### config.mk
export PLATFORM = sky130hd
export DESIGN_NAME = instruction_fetch_unit_flat
export DESIGN_NICKNAME = d
export VERILOG_FILES = /design/src/rtl/instruction_fetch_unit_if.sv /design/src/rtl/instruction_fetch_unit.sv /design/src/flat_wrapper.sv
export SDC_FILE = /design/constraint.sdc
export NUM_CORES = 1
export LEC_CHECK = 0
export BUFFER_PORTS_ARGS = -buffer_cell sky130_fd_sc_hd__buf_2
export CAP_MARGIN = 20
export CORE_UTILIZATION = 56
export CTS_BUF_LIST = sky130_fd_sc_hd__clkbuf_16
export CTS_CLUSTER_SIZE = 20
export DETAILED_ROUTE_END_ITERATION = 12
export PLACE_DENSITY = 0.87
export SLEW_MARGIN = 20
export SYNTH_ARGS = -nofsm -noshare
export SYNTH_HDL_FRONTEND = slang
export SYNTH_SLANG_ARGS = --single-unit
### constraint.sdc
create_clock -name clk -period 2.9 [get_ports clk]
set_input_delay 0.87 -clock clk [delete_from_list [all_inputs] [get_ports clk]]
set_output_delay 0.87 -clock clk [all_outputs]
set_load 0.005 [all_outputs]
### src/rtl/instruction_fetch_unit_if.sv
// Signal bundle between the fetch unit, instruction memory, execute (redirects) and decode.
// Handshake: a request or instruction transfers in a cycle where valid && ready are both
// high; the producer holds valid and payload until then, except that a redirect may withdraw
// an imem request. imem responses have no ready and are consumed whenever valid.
interface instruction_fetch_unit_if #(
    parameter int unsigned WORD_SIZE = 32
);
    logic                 imem_req_valid;
    logic                 imem_req_ready;
    logic [WORD_SIZE-1:0] imem_req_addr;
    logic                 imem_resp_valid;
    logic [WORD_SIZE-1:0] imem_resp_data;
    logic                 redirect_valid;
    logic [WORD_SIZE-1:0] redirect_pc;
    logic                 instr_valid;
    logic                 instr_ready;
    logic [WORD_SIZE-1:0] instruction;
    logic [WORD_SIZE-1:0] instr_pc;
    logic                 fetch_error;
    logic                 dbg_state;

    modport master (
        output imem_req_valid, imem_req_addr, instr_valid, instruction, instr_pc,
               fetch_error, dbg_state,
        input  imem_req_ready, imem_resp_valid, imem_resp_data, redirect_valid,
               redirect_pc, instr_ready
    );

    modport slave (
        input  imem_req_valid, imem_req_addr, instr_valid, instruction, instr_pc,
               fetch_error, dbg_state,
        output imem_req_ready, imem_resp_valid, imem_resp_data, redirect_valid,
               redirect_pc, instr_ready
    );
endinterface

### src/rtl/instruction_fetch_unit.sv
// Fetch stage: issues word requests to instruction memory, buffers in-order responses and
// hands {instruction, pc} to decode; redirects flush the buffer and drop stale responses.
module instruction_fetch_unit #(
    parameter int unsigned          WORD_SIZE  = 32,
    parameter logic [WORD_SIZE-1:0] RESET_PC   = '0,
    parameter int unsigned          FIFO_DEPTH = 2
) (
    input logic                      clk,
    input logic                      reset,
    instruction_fetch_unit_if.master bus
);
    localparam int unsigned          AW        = $clog2(FIFO_DEPTH);
    localparam int unsigned          CW        = AW + 1;
    localparam logic [CW:0]          DEPTH_LIM = (CW + 1)'(FIFO_DEPTH);
    localparam logic [WORD_SIZE-1:0] PC_STEP   = WORD_SIZE'(4);

    typedef enum logic {
        ST_RUN  = 1'b0,
        ST_HALT = 1'b1
    } state_e;

    typedef struct packed {
        logic [WORD_SIZE-1:0] instr;
        logic [WORD_SIZE-1:0] pc;
    } entry_t;

    state_e               state_q, state_d;
    logic [WORD_SIZE-1:0] fetch_pc_q, fetch_pc_d;
    logic [WORD_SIZE-1:0] resp_pc_q, resp_pc_d;
    logic [CW-1:0]        outst_q, outst_d;
    logic [CW-1:0]        drop_q, drop_d;
    logic [CW-1:0]        count_q, count_d;
    logic [AW-1:0]        rd_ptr_q, rd_ptr_d;
    logic [AW-1:0]        wr_ptr_q, wr_ptr_d;
    entry_t               buf_q [FIFO_DEPTH];
    entry_t               buf_d [FIFO_DEPTH];

    logic [CW:0]          in_flight;
    logic [CW-1:0]        outst_next;
    logic                 req_valid;
    logic                 req_fire;
    logic                 resp_take;
    logic                 resp_drop;
    logic                 resp_push;
    logic                 head_valid;
    logic                 head_pop;

    always_comb begin
        // Counting buffered entries together with outstanding requests reserves a slot
        // for every response before the request is issued, so responses never stall.
        in_flight  = {1'b0, outst_q} + {1'b0, count_q};
        req_valid  = !reset && (state_q == ST_RUN) && !bus.redirect_valid
                     && (in_flight < DEPTH_LIM);
        req_fire   = req_valid && bus.imem_req_ready;
        resp_take  = bus.imem_resp_valid && (outst_q != '0);
        resp_drop  = resp_take && (drop_q != '0);
        resp_push  = resp_take && (drop_q == '0);
        head_valid = !reset && (count_q != '0);
        head_pop   = head_valid && bus.instr_ready;
        outst_next = outst_q + CW'(req_fire) - CW'(resp_take);

        state_d    = state_q;
        fetch_pc_d = fetch_pc_q;
        resp_pc_d  = resp_pc_q;
        outst_d    = outst_next;
        drop_d     = drop_q;
        count_d    = count_q;
        rd_ptr_d   = rd_ptr_q;
        wr_ptr_d   = wr_ptr_q;
        buf_d      = buf_q;

        if (bus.redirect_valid) begin
            // Every request still in flight after this cycle belongs to the old stream.
            state_d    = (bus.redirect_pc[1:0] != 2'b00) ? ST_HALT : ST_RUN;
            fetch_pc_d = bus.redirect_pc;
            resp_pc_d  = bus.redirect_pc;
            drop_d     = outst_next;
            count_d    = '0;
            rd_ptr_d   = '0;
            wr_ptr_d   = '0;
        end else begin
            if (req_fire) begin
                fetch_pc_d = fetch_pc_q + PC_STEP;
            end
            if (resp_drop) begin
                drop_d = drop_q - CW'(1);
            end
            if (resp_push) begin
                buf_d[wr_ptr_q] = '{instr: bus.imem_resp_data, pc: resp_pc_q};
                wr_ptr_d        = wr_ptr_q + AW'(1);
                resp_pc_d       = resp_pc_q + PC_STEP;
            end
            if (head_pop) begin
                rd_ptr_d = rd_ptr_q + AW'(1);
            end
            count_d = count_q + CW'(resp_push) - CW'(head_pop);
        end
    end

    always_ff @(posedge clk) begin
        if (reset) begin
            state_q    <= ST_RUN;
            fetch_pc_q <= RESET_PC;
            resp_pc_q  <= RESET_PC;
            outst_q    <= '0;
            drop_q     <= '0;
            count_q    <= '0;
            rd_ptr_q   <= '0;
            wr_ptr_q   <= '0;
            for (int i = 0; i < int'(FIFO_DEPTH); i++) begin
                buf_q[i] <= '0;
            end
        end else begin
            state_q    <= state_d;
            fetch_pc_q <= fetch_pc_d;
            resp_pc_q  <= resp_pc_d;
            outst_q    <= outst_d;
            drop_q     <= drop_d;
            count_q    <= count_d;
            rd_ptr_q   <= rd_ptr_d;
            wr_ptr_q   <= wr_ptr_d;
            buf_q      <= buf_d;
        end
    end

    assign bus.imem_req_valid = req_valid;
    assign bus.imem_req_addr  = fetch_pc_q;
    assign bus.instr_valid    = head_valid;
    assign bus.instruction    = buf_q[rd_ptr_q].instr;
    assign bus.instr_pc       = buf_q[rd_ptr_q].pc;
    assign bus.fetch_error    = !reset && (state_q == ST_HALT);
    assign bus.dbg_state      = (state_q == ST_HALT);
endmodule

### src/flat_wrapper.sv
// flat-port wrapper written by rule: the top's interface ports become plain ports
module instruction_fetch_unit_flat 
#(
    parameter int unsigned          WORD_SIZE  = 32,
    parameter logic [WORD_SIZE-1:0] RESET_PC   = '0,
    parameter int unsigned          FIFO_DEPTH = 2
)
  (clk, reset, bus_imem_req_valid, bus_imem_req_addr, bus_instr_valid, bus_instruction, bus_instr_pc, bus_fetch_error, bus_dbg_state, bus_imem_req_ready, bus_imem_resp_valid, bus_imem_resp_data, bus_redirect_valid, bus_redirect_pc, bus_instr_ready);
  instruction_fetch_unit_if #(.WORD_SIZE(WORD_SIZE)) bus_i ();
  input logic clk;
  input logic reset;
  output wire logic [$bits(bus_i.imem_req_valid)-1:0] bus_imem_req_valid;
  output wire logic [$bits(bus_i.imem_req_addr)-1:0] bus_imem_req_addr;
  output wire logic [$bits(bus_i.instr_valid)-1:0] bus_instr_valid;
  output wire logic [$bits(bus_i.instruction)-1:0] bus_instruction;
  output wire logic [$bits(bus_i.instr_pc)-1:0] bus_instr_pc;
  output wire logic [$bits(bus_i.fetch_error)-1:0] bus_fetch_error;
  output wire logic [$bits(bus_i.dbg_state)-1:0] bus_dbg_state;
  input wire logic [$bits(bus_i.imem_req_ready)-1:0] bus_imem_req_ready;
  input wire logic [$bits(bus_i.imem_resp_valid)-1:0] bus_imem_resp_valid;
  input wire logic [$bits(bus_i.imem_resp_data)-1:0] bus_imem_resp_data;
  input wire logic [$bits(bus_i.redirect_valid)-1:0] bus_redirect_valid;
  input wire logic [$bits(bus_i.redirect_pc)-1:0] bus_redirect_pc;
  input wire logic [$bits(bus_i.instr_ready)-1:0] bus_instr_ready;
  assign bus_imem_req_valid = bus_i.imem_req_valid;
  assign bus_imem_req_addr = bus_i.imem_req_addr;
  assign bus_instr_valid = bus_i.instr_valid;
  assign bus_instruction = bus_i.instruction;
  assign bus_instr_pc = bus_i.instr_pc;
  assign bus_fetch_error = bus_i.fetch_error;
  assign bus_dbg_state = bus_i.dbg_state;
  assign bus_i.imem_req_ready = bus_imem_req_ready;
  assign bus_i.imem_resp_valid = bus_imem_resp_valid;
  assign bus_i.imem_resp_data = bus_imem_resp_data;
  assign bus_i.redirect_valid = bus_redirect_valid;
  assign bus_i.redirect_pc = bus_redirect_pc;
  assign bus_i.instr_ready = bus_instr_ready;
  instruction_fetch_unit #(.WORD_SIZE(WORD_SIZE), .RESET_PC(RESET_PC), .FIFO_DEPTH(FIFO_DEPTH)) u_core (.clk(clk), .reset(reset), .bus(bus_i));
endmodule
Word level (Yosys, flattened, before mapping) --
Index checks and enable logic that the tools add are counted.
Cells by class: $add $sub $neg 10, magnitude comparators 4, muxes and demuxes 13, bitwise logic cells 4, reductions and logical operators 23
Operators by type and width (count):
- two-way mux 64 bit | 4
- bitwise mux 128 bit | 1
- two-way mux 32 bit | 4
- adder 32 x 3 -> 32 bit, second input constant | 2
- demux 64 bit (select 1 bit) | 1
- nonzero test 2 bit | 7
- logical AND 1 bit | 11
- adder 2 x 1 -> 2 bit | 2
- >= comparator 2 bit, second input constant | 2
- two-way mux 2 bit | 2
- NOT 1 -> 2 bit | 2
- subtractor 2 x 1 -> 2 bit | 2
- adder 2 x 2 -> 3 bit | 1
- < comparator 3 x 2 -> 1 bit, second input constant | 1
- adder 1 bit, second input constant | 2
- logical NOT 1 bit | 2
- logical NOT 2 bit | 1
- < comparator 2 x 1 -> 1 bit, second input constant | 1
- NOT 1 bit | 2
- AND reduction 2 bit | 1
- OR reduction 2 bit | 1
- subtractor 2 x 1 -> 2 bit, second input constant | 1
- two-way mux 1 bit | 1
Storage, ports and cells: bits in registers 201, input port bits 70, output and inout bits 100, logic and storage cells 66

Depth between registers and ports, before layout --
depth in word-level cells 8, depth in mapped cells 10, gate-level depth less buffers 10

Worst setup path after synthesis --
No wires, ideal clock.
path kind register -> register, start point reg u_core.outst_q[0], end point reg u_core.fetch_pc_q[22] (netlist: u_core.bus.imem_req_addr[22]), setup time 130 ps, arrival time 2500 ps, required time 2770 ps, setup slack 270 ps, stages on the path, launching flop included 10, path buffers 1, clock period less this slack 2630 ps, path through dfxtp_1 > inv_1 > nor2_1 > fa_1 > or4b_4 > or4_4 > buf_6 > nor4_4 > xnor2_1 > a21boi_1
On the way: cells in the longest elaborated chain, start to end 5
RTL lines:
- from (decl) | RTL line instruction_fetch_unit.sv:30 | logic [CW-1:0] outst_q, outst_d;
- from (signal assigned) | RTL line instruction_fetch_unit.sv:117 | outst_q <= outst_d;
- adder 2 x 2 -> 3 bit | RTL line instruction_fetch_unit.sv:51 | in_flight = {1'b0, outst_q} + {1'b0, count_q};
- < comparator 3 x 2 -> 1 bit | RTL line instruction_fetch_unit.sv:53 | && (in_flight < DEPTH_LIM);
- logical AND 1 bit | RTL line instruction_fetch_unit.sv:53
- logical AND 1 bit | RTL line instruction_fetch_unit.sv:54 | req_fire = req_valid && bus.imem_req_ready;
- nonzero test 2 bit (no source line)
- to (signal assigned) | RTL line instruction_fetch_unit.sv:115 | fetch_pc_q <= fetch_pc_d;
- to (decl) | RTL line instruction_fetch_unit.sv:28 | logic [WORD_SIZE-1:0] fetch_pc_q, fetch_pc_d;
No other way between the ends. A chain may end at the register's enable or synchronous reset.

Worst setup path after layout --
start point reg u_core.outst_q[0], end point out bus_imem_req_valid
On the way: cells in the longest elaborated chain, start to end 3
RTL lines:
- adder 2 x 2 -> 3 bit | RTL line instruction_fetch_unit.sv:51
- < comparator 3 x 2 -> 1 bit | RTL line instruction_fetch_unit.sv:53
- logical AND 1 bit | RTL line instruction_fetch_unit.sv:53
- to (decl) | RTL line flat_wrapper.sv:12 | output wire logic [$bits(bus_i.imem_req_valid)-1:0] bus_imem_req_valid;
No other way between the ends.

==> flow_summary.toml <==
[status]
outcome = "finished clean"

[yosys]
yosysMostFrequentCell = "nand2_1"
synth-seq-cells = 201
synth_warnings = 0
synth_edf_count = 0
synthesis.area_um2 = 8990
synth_top_area_frac = 0.448
synth_cells = 1097
synth_flop_cell = "dfxtp_1"
yosysTopAreaCell = "dfxtp_1"
synth_cell_types = 50
ys_seq_area_frac = 0.448
synthTopCellsByArea = "dfxtp_1, nand2_1, a21oi_1"
syn_nets = 1175
ys_top_cells_by_count = "nand2_1, dfxtp_1, a21oi_1"
syn_avg_cell_area_um2 = 8.19
synth-async-reset-ratio = 0

[place]
portBuffers = 169
hpwl_um = 14600
dpl.cell_count = 1426
routabilityCongestion = 0.886

[timing]
worst_slew_pin_slew_ns = 0.844
rsz0062_at_grt = "no"
max_clock_freq_mhz = 357
fin_skew_ns = 0.00892
hold_viol = 0
finalMaxSlewViolations = 0
post-route-min-period_ns = 2.80
finalCritPeriodShare = 0.967
finalSetupViolations = 0
finalSetupTns_ns = 0
slew-limit-headroom = 0.435

[floorplanning]
die_area_um2 = 16600
core_region_area_um2 = 15400
initial_core_util = 0.582
die_w_um = 129
ios = 170
fp-row-count = 45
chipHeight_um = 129

[critical_path]
r2r_cells = 8
r2r_start = "u_core.outst_q[0]"
endpoint_kind = "output pin"
cp_num_cells = 5
r2r_end = "u_core.bus.imem_req_addr[22]"
crit_arrival_ns = 1.93
cp_num_buf_inv = 2
crit_type = "reg -> out"
r2r_setup_slack_ns = 0.15
cp-startpoint = "u_core.outst_q[0]"
crit_slowest_cell = "fa_2"
crit_family = "adder cells"
cp.required_ns = 2.03
worstPathMaxFanout = 3
slowest_delay_ns = 0.48
worstPathCellList = "inv_1 > nor2_2 > fa_2 > nor4_4 > buf_2"
cp-start-kind = "flop"
cp-endpoint = "bus_imem_req_valid"

[clocking]
cts_made_buffers = 22
cts.sinks = 201
insertion_delay_ns = 0.49
clk_path_buf_depth = 3
cts.htree.levels = 1
cts_tree = "yes"
cts-root-buf = "clkbuf_16"
postCtsHoldBufs = 0
path_clk_slew_ns = 0.06

[global_route]
grt_max_degree = 70
antenna_found_initial = 0
track_usage = 0.268
grt_pass1_vias = 7495
grt_pass1_wl_um = 36100
globalRouteOverflowTotal = 0

[finish]
drive_above_1_share = 0.239
area_growth_pct = 19.9
nets = 1318
final_cells = 1463
antenna_cells = 0

[power]
vdd_drop_max_uv = 503
cellLeakagePower_nw = 4.25
powerDensity_nw_per_um2 = 625

[drt]
drt_iter0_drc = 563
wirelength_um = 22800
dr.pass1.iters = 7
detail-route-antenna-nets = 0
post_drt_via_cell_ratio = 5.66
drc = 0
route.vias.total = 8287
wl_per_cell_um = 15.6

[flow_run]
maxCapViolations = 0

[min_path]
hold_path_class = "reg -> reg"
## cells by family after synthesis
logic type,synth area share
and+or+nand+nor,0.211
AOI/OAI and AO/OA,0.147
buffers and inverters,0.0437
DFF,0.448
xor gates and xnor gates,0.0565
adders and majority gates,0.0120
muxes,0.0815
## timing repair
item	4_1_cts	5_1_grt
setup endpoints to repair	0	1
hold endpoints to repair	0	0
resized for setup	0	4
setup buffers	0	1
## sequential cells by signal, summed over array words and instances, names as in the netlist
signal                    cells
u_core.wr_ptr_q               1
u_core.bus.imem_req_addr     32
u_core.drop_q                 2
u_core.bus.dbg_state          1
u_core.rd_ptr_q               1
u_core.count_q                2
u_core.outst_q                2
u_core.resp_pc_q             32
u_core.buf_q                128
## layer usage
layer,up-vias,global-route usage,wire [µm]
li1,4010,-,-
met1,3885,0.368,9890
met2,352,0.439,10600
met3,40,0.0424,1860
met4,0,0.0727,455
met5,-,0,0
## worst register-to-register path: cells and delay by family, from the launching register on
family / cells / cell delay, ns
AOI/OAI and AO/OA: 1 / 0.08
xor gates and xnor gates: 1 / 0.15
adders and majority gates: 1 / 0.48
buffers and inverters: 1 / 0.08
DFF: 1 / 0.36
and+or+nand+nor: 4 / 1.47
## stage by stage
step | cell area (µm²) | utilization | setup WS (ns) | power, mW | hold slack [ns]
2_1_floorplan | 8990 | - | 0.270 | 3.66 | 0.433
3_3_place_gp | 10000 | 0.651 | 0.237 | 4.00 | 0.438
3_5_place_dp | 10000 | 0.651 | 0.183 | 4.03 | 0.443
4_1_cts | 10800 | 0.697 | 0.0239 | 6.74 | 0.451
5_1_grt | 10800 | 0.699 | 0.00527 | 7.01 | 0.470
6_report | 10800 | 0.699 | 0.0960 | 6.74 | 0.450
## cell usage in the layout (no fill, tap or decap), drive strengths merged, types with 5 or more instances in the layout
| cell type | count |
|---|---|
| a211oi | 6 |
| nand3 | 28 |
| ha | 7 |
| and2 | 8 |
| dfxtp | 201 |
| nor4 | 8 |
| nand4 | 12 |
| mux2 | 65 |
| clkbuf | 23 |
| o21bai | 5 |
| a21oi | 161 |
| nor2 | 28 |
| xor2 | 15 |
| a21boi | 25 |
| nand2 | 294 |
| and3 | 10 |
| inv | 35 |
| or3 | 5 |
| clkinv | 5 |
| buf | 191 |
| a31oi | 13 |
| xnor2 | 43 |
| o22ai | 8 |
| and4 | 7 |
| nor3 | 15 |
## area by class of cell
class,count,area [µm²]
Clock buffer,23,576
Clock inverter,13,135
Fill cell,1198,4650
Inverter,30,113
Multi-Input combinational cell,794,4600
Sequential cell,201,4030
Tap cell,211,264
Timing Repair Buffer,191,1060
## worst min path at each step
stage,startpoint,end,slack [ns],cells after the start
2_1_floorplan,u_core.buf_q[0],u_core.buf_q[0],0.43,2
3_3_place_gp,u_core.buf_q[27],u_core.buf_q[27],0.44,2
3_5_place_dp,u_core.buf_q[18],u_core.buf_q[18],0.44,2
4_1_cts,u_core.buf_q[18],u_core.buf_q[18],0.45,2
5_1_grt,u_core.buf_q[42],u_core.buf_q[42],0.47,2
6_report,u_core.buf_q[18],u_core.buf_q[18],0.45,2
## power breakdown
part	internal [mW]	switching, mW	leakage [nW]	total, mW
logic	0.406	0.536	2.25	0.942
clock network	1.69	1.04	0.364	2.73
registers	2.91	0.151	1.64	3.06
total	5.01	1.73	4.25	6.74
(Power assumes the default switching activity.)
